--- src/rtl/cntb_sched.sv ---
// cntb_sched: in-order issue queue and sequencer for the shared CNTB bit-count
// datapath. It buffers XIF-issued CNTB instructions and launches the head entry
// once the core has committed it. Killed entries are dropped. Each result is
// returned on the XIF result channel with valid/ready handshaking.
//
// state   | meaning
// --------+---------------------------------------------------------------
// S_IDLE  | waiting for a committed head; drops the head if it was killed
// S_START | one-cycle start pulse to the datapath
// S_WAIT  | datapath busy; operands held from the head entry
// S_RESP  | result presented on XIF; head popped when the result is taken
module cntb_sched #(
    parameter int         DEPTH  = 4,
    parameter int         ID_W   = 4,
    parameter logic [6:0] OPCODE = 7'h6b
) (
    input  logic            clk_i,
    input  logic            rst_i,
    input  logic            issue_valid_i,
    output logic            issue_ready_o,
    output logic            issue_accept_o,
    input  logic [31:0]     issue_instr_i,
    input  logic [31:0]     issue_rs0_i,
    input  logic [31:0]     issue_rs1_i,
    input  logic [ID_W-1:0] issue_id_i,
    input  logic            commit_valid_i,
    input  logic [ID_W-1:0] commit_id_i,
    input  logic            commit_kill_i,
    output logic            cntb_start_o,
    output logic [31:0]     cntb_word_o,
    output logic [4:0]      cntb_index_o,
    input  logic [4:0]      cntb_result_i,
    input  logic            cntb_done_i,
    output logic            result_valid_o,
    input  logic            result_ready_i,
    output logic [ID_W-1:0] result_id_o,
    output logic [4:0]      result_rd_o,
    output logic [31:0]     result_data_o,
    output logic            result_we_o
);

    localparam int PTR_W = $clog2(DEPTH);

    typedef enum logic [1:0] {
        S_IDLE  = 2'd0,
        S_START = 2'd1,
        S_WAIT  = 2'd2,
        S_RESP  = 2'd3
    } state_t;

    state_t state;
    state_t state_nxt;

    logic [ID_W-1:0] ent_id    [DEPTH];
    logic [4:0]      ent_rd    [DEPTH];
    logic [31:0]     ent_word  [DEPTH];
    logic [4:0]      ent_index [DEPTH];
    logic [DEPTH-1:0] ent_valid;
    logic [DEPTH-1:0] ent_comm;
    logic [DEPTH-1:0] ent_kill;

    logic [PTR_W-1:0] head;
    logic [PTR_W-1:0] tail;
    logic [PTR_W:0]   count;
    logic [4:0]       res_q;

    logic push;
    logic pop;
    logic head_ready;
    logic launched;
    logic in_resp;
    logic push_commit;

    // Instruction bits that the queue does not need.
    logic unused_bits;
    assign unused_bits = ^{issue_instr_i[31:12], issue_rs1_i[31:5]};

    // Count can only reach DEPTH (a power of two) when full, so its MSB is the full flag.
    assign issue_ready_o  = ~count[PTR_W];
    assign push           = issue_valid_i & issue_ready_o & (issue_instr_i[6:0] == OPCODE);
    assign issue_accept_o = push;
    assign push_commit    = commit_valid_i & (issue_id_i == commit_id_i);

    assign head_ready = ent_valid[head] & ent_comm[head];

    assign launched       = (state == S_START) || (state == S_WAIT);
    assign in_resp        = (state == S_RESP);
    assign cntb_start_o   = (state == S_START);
    assign cntb_word_o    = launched ? ent_word[head]  : '0;
    assign cntb_index_o   = launched ? ent_index[head] : '0;
    assign result_valid_o = in_resp;
    assign result_we_o    = in_resp;
    assign result_id_o    = in_resp ? ent_id[head] : '0;
    assign result_rd_o    = in_resp ? ent_rd[head] : '0;
    assign result_data_o  = in_resp ? {27'b0, res_q} : '0;

    // Next-state logic; pop is raised when a killed head is dropped or a result is taken.
    always_comb begin
        state_nxt = state;
        pop       = 1'b0;
        case (state)
            S_IDLE: begin
                if (head_ready) begin
                    if (ent_kill[head]) pop = 1'b1;
                    else                state_nxt = S_START;
                end
            end
            S_START: state_nxt = S_WAIT;
            S_WAIT:  if (cntb_done_i) state_nxt = S_RESP;
            S_RESP: begin
                if (result_ready_i) begin
                    pop       = 1'b1;
                    state_nxt = S_IDLE;
                end
            end
            default: state_nxt = S_IDLE;
        endcase
    end

    // State register and captured datapath result.
    always_ff @(posedge clk_i) begin
        if (rst_i) begin
            state <= S_IDLE;
            res_q <= '0;
        end else begin
            state <= state_nxt;
            if (state == S_WAIT && cntb_done_i) res_q <= cntb_result_i;
        end
    end

    // Entry payload; only read while the entry is valid, so no reset is needed.
    always_ff @(posedge clk_i) begin
        if (push) begin
            ent_id[tail]    <= issue_id_i;
            ent_rd[tail]    <= issue_instr_i[11:7];
            ent_word[tail]  <= issue_rs0_i;
            ent_index[tail] <= issue_rs1_i[4:0];
        end
    end

    // Entry flags, pointers and occupancy; a commit also tags the entry pushed this cycle.
    always_ff @(posedge clk_i) begin
        if (rst_i) begin
            ent_valid <= '0;
            ent_comm  <= '0;
            ent_kill  <= '0;
            head      <= '0;
            tail      <= '0;
            count     <= '0;
        end else begin
            if (commit_valid_i) begin
                for (int i = 0; i < DEPTH; i++) begin
                    if (ent_valid[i] && (ent_id[i] == commit_id_i)) begin
                        ent_comm[i] <= 1'b1;
                        ent_kill[i] <= commit_kill_i;
                    end
                end
            end
            if (push) begin
                ent_valid[tail] <= 1'b1;
                ent_comm[tail]  <= push_commit;
                ent_kill[tail]  <= push_commit & commit_kill_i;
                tail            <= tail + 1'b1;
            end
            if (pop) begin
                ent_valid[head] <= 1'b0;
                head            <= head + 1'b1;
            end
            case ({push, pop})
                2'b10:   count <= count + 1'b1;
                2'b01:   count <= count - 1'b1;
                default: count <= count;
            endcase
        end
    end

endmodule

--- config.mk ---
export PLATFORM = sky130hd
export DESIGN_NAME = cntb_sched
export DESIGN_NICKNAME = d
export VERILOG_FILES = /design/src/rtl/cntb_sched.sv
export SDC_FILE = /design/constraint.sdc
export NUM_CORES = 1
export LEC_CHECK = 0
export ABC_CLOCK_PERIOD_IN_PS = 3660
export CAP_MARGIN = 30
export CORE_ASPECT_RATIO = 0.8
export CORE_MARGIN = 1.5
export CORE_UTILIZATION = 50
export DETAILED_ROUTE_END_ITERATION = 16
export PLACE_DENSITY = 0.82
export SLEW_MARGIN = 5
export SYNTH_ARGS = -nofsm -noshare
export SYNTH_HDL_FRONTEND = slang
export SYNTH_SLANG_ARGS = --single-unit
--- constraint.sdc ---
create_clock -name clk_i -period 3.66 [get_ports clk_i]
set_input_delay 1.098 -clock clk_i [delete_from_list [all_inputs] [get_ports clk_i]]
set_output_delay 1.098 -clock clk_i [all_outputs]
set_load 0.1 [all_outputs]
==> results by group <==
Status
  – Status: complete, no violations

Setup path
  – Slowest CP cell: clkdlybuf4s50_1
  – Worst endpoint required time: 2560 ps
  – Worst setup SP type: input pin
  – Crit path capture type: output port
  – CP Max Fanout: 5
  – Crit Path Category: input pin to output port
  – Worst EP arrival: 2460 ps
  – Cell Chain, Critical Path: clkdlybuf4s50_1 > and3b_1 > and3_1 > buf_12
  – CP peak stage delay: 470 ps

Detailed routing
  – Via density: 5.594
  – Drt total wl: 18,570 µm
  – Antenna Nets Post-Route: 0
  – DRC: 0
  – Vias: 5,236
  – Wire per inst: 19.84 µm
  – Initial DRT Pass Iterations: 5
  – Starting DRT DRC Count: 366

Yosys
  – Synthesized flop and latch total: 212
  – Mapped Cells: 565
  – Synthesis Warnings: 0
  – Sequential cell area fraction in the yosys report: 0.6671
  – Mapped cell area: 9122 µm²
  – Top_reg_cell synth: edfxtp_1
  – Post-synth EDFFs: 184
  – Share of Yosys cell area claimed by the top area cell type: 0.6057
  – Share of flip-flops with an asynchronous set or reset: 0
  – Synth cell types: 45
  – Ranking of synthesized cells by area: edfxtp_1, mux4_2, dfxtp_1, and2_1, buf_4
  – Yosys top cell by area: edfxtp_1
  – Synthesized area per cell: 16.15 µm²

Die
  – Rows: 43
  – Die footprint: 19,070 µm²
  – Num ports: 199
  – Chip height: 123.8 µm
  – Initial core utilization: 0.5185
  – Die width: 154.0 µm
  – Core footprint: 17,590 µm²

Clocking
  – CTS tree: yes
  – Cells resized by post-CTS repair: 0
  – Hold bufs inserted after CTS: 0
  – Clock Tree Buf Depth: 3
  – Clk sink count: 212
  – Clock Latency Late Sink: 490 ps
  – CTS root buf: clkbuf_16
  – Total CTS buffers: 22
  – Post-CTS Setup Inserts: 0
  – CTS clk-pin slew, worst paths: 60 ps
  – H-Tree Depth: 1

Global routing
  – Global Route Usage Sum: 0.1965
  – Initial antenna violation count: 1
  – Largest net degree at the start of global routing: 50
  – Global route total overflow: 0
  – First-pass GRT wire length: 28,370 µm
  – Vias in the first global route: 5,239

Timing
  – Setup TNS: 0 ps
  – Final setup fails: 0
  – Slew @ Worst Pin: 706.2 ps
  – Final hold vios: 0
  – Slew HR: 0.5292
  – Clock skew: 6.412 ps
  – F_max: 280.7 MHz
  – RSZ-0062 raised after global routing: false
  – Max-slew violations: 0
  – Final period util: 0.9735
  – Worst Slack Setup Final: 97.03 ps
  – Minimum clock period: 3563 ps

Pwr
  – Power share of the clock group: 0.396
  – Internal: 4.490 mW
  – VDD IR max: 0.3936 mV
  – Reg power frac: 0.432
  – Pwr/cell area: 519.2 nW/µm²
  – Psw: 1.606 mW
  – Comb power frac: 0.172
  – Sw Ratio: 0.2634
  – Leakage: 4.016 nW

Min path
  – Worst Hold Class: register to register

Layout
  – Final design utilization: 0.6674
  – Cell Count, Final, Fillers Out: 936
  – Total Nets Final: 826
  – Ant diodes: 0
  – Share of post-route cells with drive strength above 1: 0.2208
  – Multi-input logic area: 2718 µm²
  – Syn-to-layout area delta: 28.71%
  – Sequential cell area: 6091 µm²
  – Fill count: 1,136

Placed design
  – Post-placement cell count: 896
  – Placer Congestion: 0.8270
  – Post-detail-place hpwl: 11,630 µm
  – Buffers on Ports: 124
  – Pre-CTS setup slack: 109.5 ps

Run
  – Max Cap Viol: 0
[registers in the layout (all words and copies together), names as in the netlist, named ones only]
name       flops
tail           2
ent_id        16
ent_rd        20
ent_kill       4
ent_comm       4
ent_index     20
res_q          5
ent_valid      4
state          2
ent_word     128
head           2
count          3
[cell families (layout without fill, tap and decap cells)]
kind of cell    after synthesis  count (layout)  share of synthesized area
simple gates                144             144                    0.09423
xor+xnor                     23              23                    0.02208
other cells                   1              27                  0.0004111
flops                       212             212                     0.6671
compound gates               38              38                    0.02867
mux                          51              51                     0.1204
fa+ha+maj                    15              15                    0.02140
buf+inv                      81             201                    0.04567
[area by class of cell]
class                   instances  share of cell area
multi-input cells             298              0.2315
well taps                     225             0.02398
inverters                      24            0.007673
flip-flops and latches        212              0.5188
clock inverters                10             0.01513
clock buffers                  30             0.05296
repair buffers                137              0.1500
[power groups by stage]
| stage | Clock, mW | Sequential (mW) | Combinational [mW] |
|---|---|---|---|
| final | 2.42 | 2.63 | 1.05 |
| after global routing | 2.55 | 2.63 | 1.08 |
| after CTS | 2.47 | 2.63 | 1.05 |
| after detailed placement | 0 | 2.68 | 1.05 |
| after global placement | 0 | 2.68 | 1.04 |
| after floorplan | 0 | 2.68 | 0.677 |
[cells in the mapped netlist, drive strengths merged, types with 3 or more instances]
library cell  instances
edfxtp              184
and2                 52
mux4                 47
buf                  35
dfxtp                28
inv                  24
clkbuf               22
xor2                 17
a21oi                16
nand2                15
ha                   14
nand3                11
nor2                 10
and3                  9
nand4                 8
nor2b                 8
nor3                  7
xnor2                 6
a2111o                4
a211oi                4
a221oi                4
and4b                 4
mux2i                 4
nand4b                4
a31oi                 3
nand2b                3
or3                   3
[critical path, delay by kind of cell]
kind                   cells  cell delay [ps]
buffers and inverters      2              680
AND/OR/NAND/NOR            2              670
[metrics by stage]
stage	power [mW]	hold WS, ps	instance area, µm²
6_report	6.096	459.5	11740
5_1_grt	6.263	483.2	11740
4_1_cts	6.150	460.8	11740
3_5_place_dp	3.729	451.9	10940
3_3_place_gp	3.717	438.4	10940
2_1_floorplan	3.359	431.7	9221
[metal layers]
metal,up-vias,track usage,share of wire
met5,-,0,0
met4,0,0.05765,0.022
met3,32,0.04593,0.083
met2,246,0.3309,0.49
met1,2595,0.2591,0.40
li1,2363,-,-
[layout by cell type, fill, tap and decap left out, drive strengths merged, types with 9 or more instances in the layout]
| cell type | instances |
|---|---|
| a21oi | 16 |
| and2 | 52 |
| and3 | 9 |
| buf | 69 |
| clkbuf | 30 |
| clkdlybuf4s50 | 68 |
| conb | 27 |
| dfxtp | 28 |
| edfxtp | 184 |
| ha | 14 |
| inv | 24 |
| mux4 | 47 |
| nand2 | 15 |
| nand3 | 11 |
| nor2 | 10 |
| xor2 | 17 |
[final timing paths]
kind / startpoint / endpoint / slack (ps) / cells past startpoint
hold / removal: res_q[3] / res_q[3] / 460 / 2
setup reg to reg: state[0] / count[2] / 650 / 10
setup / recovery: issue_instr_i[4] / issue_accept_o / 100 / 4
hold reg to reg: res_q[3] / res_q[3] / 460 / 2
No activity file was read; power rests on OpenSTA's default activity.
